## src/rtl/fetch_queue.sv

```systemverilog
// Instruction fetch queue: a fetch-address register drives a combinational
// instruction ROM, and each fetched {pc, instr} pair is buffered in a small
// first-word-fall-through FIFO that decode drains with a valid/ready handshake.
// A redirect from execute flushes the queue and restarts fetch at the target.
module fetch_queue #(
  parameter int              DW       = 32,
  parameter int              DEPTH    = 4,
  parameter logic [DW-1:0]   RESET_PC = '0,
  parameter logic [DW-1:0]   PC_INC   = DW'(4)
) (
  input  logic                       clk,
  input  logic                       rst,
  input  logic                       redirect_i,
  input  logic [DW-1:0]              redirect_pc_i,
  output logic [DW-1:0]              imem_addr_o,
  input  logic [DW-1:0]              imem_data_i,
  output logic                       instr_valid_o,
  input  logic                       instr_ready_i,
  output logic [DW-1:0]              instr_o,
  output logic [DW-1:0]              pc_o,
  output logic [DW-1:0]              inc_pc_o,
  output logic [$clog2(DEPTH):0]     count_o
);

  localparam int AW = $clog2(DEPTH);
  localparam int CW = AW + 1;
  localparam logic [CW-1:0] FULL = CW'(DEPTH);

  // Stage p0: fetch address register and the ROM word it selects.
  logic [DW-1:0] fpc_p0;

  // Stage p1: queue storage, pointers and occupancy.
  logic [DW-1:0] pcQ_p1    [DEPTH];
  logic [DW-1:0] instrQ_p1 [DEPTH];
  logic [AW-1:0] headPtr_p1;
  logic [AW-1:0] tailPtr_p1;
  logic [CW-1:0] count_p1;
  logic          vld_p1;

  logic pop;
  logic push;

  assign vld_p1 = (count_p1 != '0);

  // A redirect kills both transfers in its cycle; the refetch starts next cycle.
  // Push is allowed when full only because the simultaneous pop frees a slot.
  assign pop  = !redirect_i && vld_p1 && instr_ready_i;
  assign push = !redirect_i && ((count_p1 < FULL) || pop);

  // Control state: fetch address, pointers and count (reset wins over redirect).
  always_ff @(posedge clk) begin
    if (rst) begin
      fpc_p0     <= RESET_PC;
      headPtr_p1 <= '0;
      tailPtr_p1 <= '0;
      count_p1   <= '0;
    end else if (redirect_i) begin
      fpc_p0     <= redirect_pc_i;
      headPtr_p1 <= '0;
      tailPtr_p1 <= '0;
      count_p1   <= '0;
    end else begin
      if (push) begin
        fpc_p0     <= fpc_p0 + PC_INC;
        tailPtr_p1 <= tailPtr_p1 + AW'(1);
      end
      if (pop) begin
        headPtr_p1 <= headPtr_p1 + AW'(1);
      end
      case ({push, pop})
        2'b10:   count_p1 <= count_p1 + CW'(1);
        2'b01:   count_p1 <= count_p1 - CW'(1);
        default: count_p1 <= count_p1;
      endcase
    end
  end

  // Queue payload: written on push only; contents are meaningless until valid.
  always_ff @(posedge clk) begin
    if (push && !rst) begin
      pcQ_p1[tailPtr_p1]    <= fpc_p0;
      instrQ_p1[tailPtr_p1] <= imem_data_i;
    end
  end

  assign imem_addr_o   = fpc_p0;
  assign instr_valid_o = vld_p1;
  assign instr_o       = instrQ_p1[headPtr_p1];
  assign pc_o          = pcQ_p1[headPtr_p1];
  assign inc_pc_o      = pcQ_p1[headPtr_p1] + PC_INC;
  assign count_o       = count_p1;

endmodule

```

## config.mk

```make
export PLATFORM = sky130hd
export DESIGN_NAME = fetch_queue
export DESIGN_NICKNAME = d
export VERILOG_FILES = /design/src/rtl/fetch_queue.sv
export SDC_FILE = /design/constraint.sdc
export NUM_CORES = 1
export LEC_CHECK = 0
export ABC_AREA = 1
export BUFFER_PORTS_ARGS = -buffer_cell sky130_fd_sc_hd__buf_2
export CAP_MARGIN = 10
export CORE_MARGIN = 2
export CORE_UTILIZATION = 40
export DETAILED_ROUTE_END_ITERATION = 10
export HOLD_SLACK_MARGIN = 0.03
export SYNTH_ARGS = -nofsm -noshare
export SYNTH_HDL_FRONTEND = slang
export SYNTH_SLANG_ARGS = --single-unit
```

## constraint.sdc

```tcl
create_clock -name clk -period 12.3 [get_ports clk]
set_input_delay 0.615 -clock clk [delete_from_list [all_inputs] [get_ports clk]]
set_output_delay 0.615 -clock clk [all_outputs]
set_load 0.01 [all_outputs]
```

; ---- Word-level counts from Yosys, hierarchy flattened
; Memory sizes are Yosys's and may differ from the RTL's. A register that Yosys moved wholly into a read port is not among the register bits.
; Index checks and enable logic that the tools add are counted.
[op_classes]
n_reduce_logical = 11
n_mux = 9
n_eq_ne = 2
order_cmp = 1
add_sub_neg = 6
[ops]
columns = operator, n
row1 = 32-bit by 3-bit adder with 32-bit output (second input constant), 2
row2 = 32-bit 2-to-1 mux, 2
row3 = 2-bit 2-to-1 mux, 4
row4 = 3-bit one-hot mux with 2 select lines, 1
row5 = 2-bit by 1-bit adder with 2-bit output (second input constant), 2
row6 = 1-bit logical AND, 4
row7 = 2-bit nonzero test, 2
row8 = 3-bit by 1-bit adder with 3-bit output (second input constant), 1
row9 = 3-bit < comparator (second input constant), 1
row10 = 3-bit nonzero test, 1
row11 = 3-bit by 1-bit subtractor with 3-bit output (second input constant), 1
row12 = 2-bit by 1-bit equality test with 1-bit output (second input constant), 1
row13 = 2-bit equality test (second input constant), 1
row14 = 1-bit zero test, 2
row15 = 1-bit 2-to-1 mux, 2
row16 = 2-bit OR reduction, 1
row17 = 1-bit logical OR, 1
[word_totals]
out_inout_bits = 132
n_memories = 2
input_bits = 68
wordCells = 35
ramBits = 256
register_bits = 39
[mem_list]
columns = name, depth, width, read_ports, rd_clocked_by_memory_dff, wr, line
row1 = instrQ_p1, 4, 32, 1, 1, 1, 34  ; logic [DW-1:0] instrQ_p1 [DEPTH];
row2 = pcQ_p1, 4, 32, 1, 1, 1, 33  ; logic [DW-1:0] pcQ_p1 [DEPTH];

; ---- Logic depth before layout (Yosys ltp)
[logic_depth]
ltp_word = 8
mapped_depth = 15
depth_no_buf = 12

; ---- Worst setup path before layout
; No wires, ideal clock.
[synth_timing]
path_kind = input port to flip-flop
start = input redirect_i
end = memory instrQ_p1[0][0], enable pin
arrival_ps = 4065
path_stages = 6
setup_time_ps = 486
path_buffers = 1
setup_slack_ps = 7748
required_ps = 11814
cell_sequence = clkbuf_1 nor2_1 inv_1 nor2_1 inv_1 nor2_1
[synth_via]
elab_chain_len = 8
[synth_rtl]
columns = element, line
row1 = start: declaration, 13  ; input logic redirect_i,
row2 = 1-bit zero test *, "47, 48"
row3 = 1-bit logical AND (2 in series), 47  ; assign pop = !redirect_i && vld_p1 && instr_ready_i;
row4 = 1-bit logical OR, 48  ; assign push = !redirect_i && ((count_p1 < FULL) || pop);
row5 = 1-bit logical AND *, 48
row6 = 1-bit logical AND *, 80  ; if (push && !rst) begin
row7 = 1-bit 2-to-1 mux *, 80
row8 = 1-bit 2-to-1 mux (not written as such) *, 82  ; instrQ_p1[tailPtr_p1] <= imem_data_i;
row9 = end: declaration, 34
; Mark *: on every way between the ends. The rest lies on a longest branch, timed or not.

==> results_dict.tcl <==
set metrics [dict create \
    status "completed" \
    io_pins 200 \
    first_pass_iters 5 \
    vdd_ir_drop_max_uv 97.7 \
    grt-ovfl-total 0 \
    cts_resized 0 \
    required_ns 11.69 \
    busiest_layer "met2" \
    die_w_um 188 \
    post_synth.cell_area_avg_um2 9.71 \
    met1_usage_pct 27.7 \
    finalSetupViolations 0 \
    start_kind "flop" \
    maxSlewViolCount 0 \
    hold_class "in -> reg" \
    area_growth_pct 17.1 \
    grt_pass1_vias 9339 \
    globalRouteMet2Util_pct 30.8 \
    coreArea_mm2 0.0334 \
    fin_ws_ns 7.49 \
    yosysTopAreaCell "edfxtp_1" \
    drive_above_1_share_pct 18.0 \
    max_freq_mhz 208 \
    cts-root-buf "clkbuf_16" \
    syn_nets 1468 \
    tightest_slew_ns 1.02 \
    fin_crit_sh_pct 39.1 \
    slew_headroom_pct 31.7 \
    hpwl_um 22900 \
    final_common_cell "nand2_1" \
    hold_viol_final 0 \
    ys_ff_latch 297 \
    nFillCells 3206 \
    fp-row-count 67 \
    final_cell_area_mm2 0.0158 \
    routedWlPerCell_um 17.2 \
    drt_iter0_drc 774 \
    min_from "imem_data_i[5]" \
    total_power_mw 2.18 \
    postPlaceCellArea_mm2 0.0148 \
    antenna_found_initial 2 \
    drt_wl_total_um 35200 \
    cts_tree "yes" \
    power_per_cell_area_mw_per_mm2 138 \
    vias 10300 \
    worstReg2RegStart "count_o[0]" \
    cp.arrival_ns 4.19 \
    dieArea_mm2 0.0353 \
    numCtsBuffers 30 \
    fin_worst_skew_ns 0.0104 \
    dp_slack_ns 8.05 \
    synth_area_mm2 0.0135 \
    cp-end-kind "output pin" \
    finalCriticalPeriod_ns 4.81 \
    whs_ns 0.274 \
    grt_pass1_wl_um 53000 \
    finalSetupTns_ns 0 \
    layout_common_cells "430 x nand2_1, 256 x edfxtp_1, 199 x buf_2, 165 x nor2_1, 99 x nand3_1" \
    drtAntennaViolNets 0 \
    grt_max_degree 130 \
    portBuffers 199 \
    cts_sinks 297 \
    max_cap_violations 0 \
    post-cts-setup-buffer-count 0 \
    p_leak_nw 6.30 \
    cts_hold_buf 0 \
    fin_nets 1647 \
    cp_max_fo 85 \
    grtUsageTotal_pct 19.1 \
    worstSkewPairLatency_ns 0.55 \
    rsz0062_at_grt "no" \
    cts.clk_slew.worst_paths_ns 0.06 \
    ys_warn_count 0 \
    use_met3_pct 2.53 \
    htreeDepth 1 \
    clock_path_buffers 3 \
    synth_top_area_share_pct 56.9 \
    yosysUniqueCellTypes 37 \
    synthTopCellsByArea "edfxtp_1 57%, nand2_1 12%, dfxtp_1 6.1%, nor2_1 4.7%, nand3_1 3.7%" \
    start_util_pct 40.5 \
    route.detailed.drc 0 \
    viasPerCell 5.05 \
    gp_congestion 0.844 \
    synthCells 1391 \
    dieHeight_um 188 \
    worst-setup-path-type "reg -> out" \
    synth-seq-area-share_pct 63.0 \
]
## worst max-delay path, cell delays in order (launching register included)
cell     delay, ns
dfxtp_2       0.31
buf_4         0.70
inv_2         0.41
buf_4         0.47
nor2_1        0.18
o21ai_1       0.07
nand2_1       0.19
ha_1          0.24
nand3_2       0.19
nor2_1        0.37
xor2_1        0.28
buf_2         0.18
## stage by stage
stage / instances / util, %
2_1_floorplan: 1391 / -
3_3_place_gp: 1986 / 44.4
3_5_place_dp: 1986 / 44.4
4_1_cts: 2042 / 47.4
5_1_grt: 2043 / 47.4
6_report: 2043 / 47.4
## worst paths after layout
| path | endpoint | slack (ns) | cells past startpoint |
|---|---|---|---|
| hold reg to reg | headPtr_p1[0] | 0.50 | 2 |
| hold / removal | instrQ_p1[3][5] | 0.27 | 1 |
| setup reg to reg | instrQ_p1[3][7] | 9.34 | 10 |
| setup / recovery | inc_pc_o[8] | 7.49 | 11 |
## cells by family after synthesis
family / after synthesis / synth area share (%)
AO/OA/AOI/OAI: 184 / 7.73
adder cells (fa/ha/maj): 9 / 0.834
AND/OR/NAND/NOR: 735 / 22.2
flip-flops: 297 / 63.0
buffers and inverters: 143 / 4.79
XOR/XNOR: 23 / 1.49
## area by class of cell
| class | instances | area, um2 | area share (%) |
|---|---|---|---|
| Clock buffer | 46 | 891 | 5.64 |
| Multi-Input combinational cell | 951 | 4380 | 27.7 |
| Clock inverter | 10 | 88.8 | 0.562 |
| Inverter | 83 | 317 | 2.00 |
| Tap cell | 448 | 561 | 3.55 |
| Timing Repair Buffer | 207 | 1060 | 6.68 |
| Antenna cell | 1 | 2.50 | 0.0158 |
| Sequential cell | 297 | 8510 | 53.9 |
## cell usage after synthesis (all sizes together)
cell     instances
xor2            20
xnor2            3
a21oi           25
a31oi            6
nor2           179
ha               9
nand3          100
a211oi           4
or2              2
o221ai           1
clkbuf          26
o31ai            1
dfxtp           41
o22ai           35
a32oi            1
a22oi           16
nand4            9
buf             34
o21ai           91
nor3             3
o21bai           3
nand2          440
nand3b           2
edfxtp         256
o2bb2ai          1
inv             83
## report_power, final
| group | switching, mW | leakage [nW] | internal, mW | total [mW] |
|---|---|---|---|---|
| clock network | 0.365 | 0.485 | 0.518 | 0.884 |
| logic | 0.0986 | 3.13 | 0.0511 | 0.150 |
| registers | 0.0256 | 2.69 | 1.12 | 1.15 |
| total | 0.490 | 6.30 | 1.69 | 2.18 |
## registers in the layout, summed over array words and instances, names as in the netlist, named ones only
| register | flops |
|---|---|
| instrQ_p1 | 128 |
| tailPtr_p1 | 2 |
| headPtr_p1 | 2 |
| imem_addr_o | 32 |
| pcQ_p1 | 128 |
| count_o | 3 |
## routing by layer
layer | wire length (um) | share of wire [%]
met1 | 16300 | 46
met2 | 16200 | 46
met3 | 2050 | 5.8
met4 | 572 | 1.6
met5 | 11 | 0.031
Note: power is estimated with default switching activity, not from simulation.
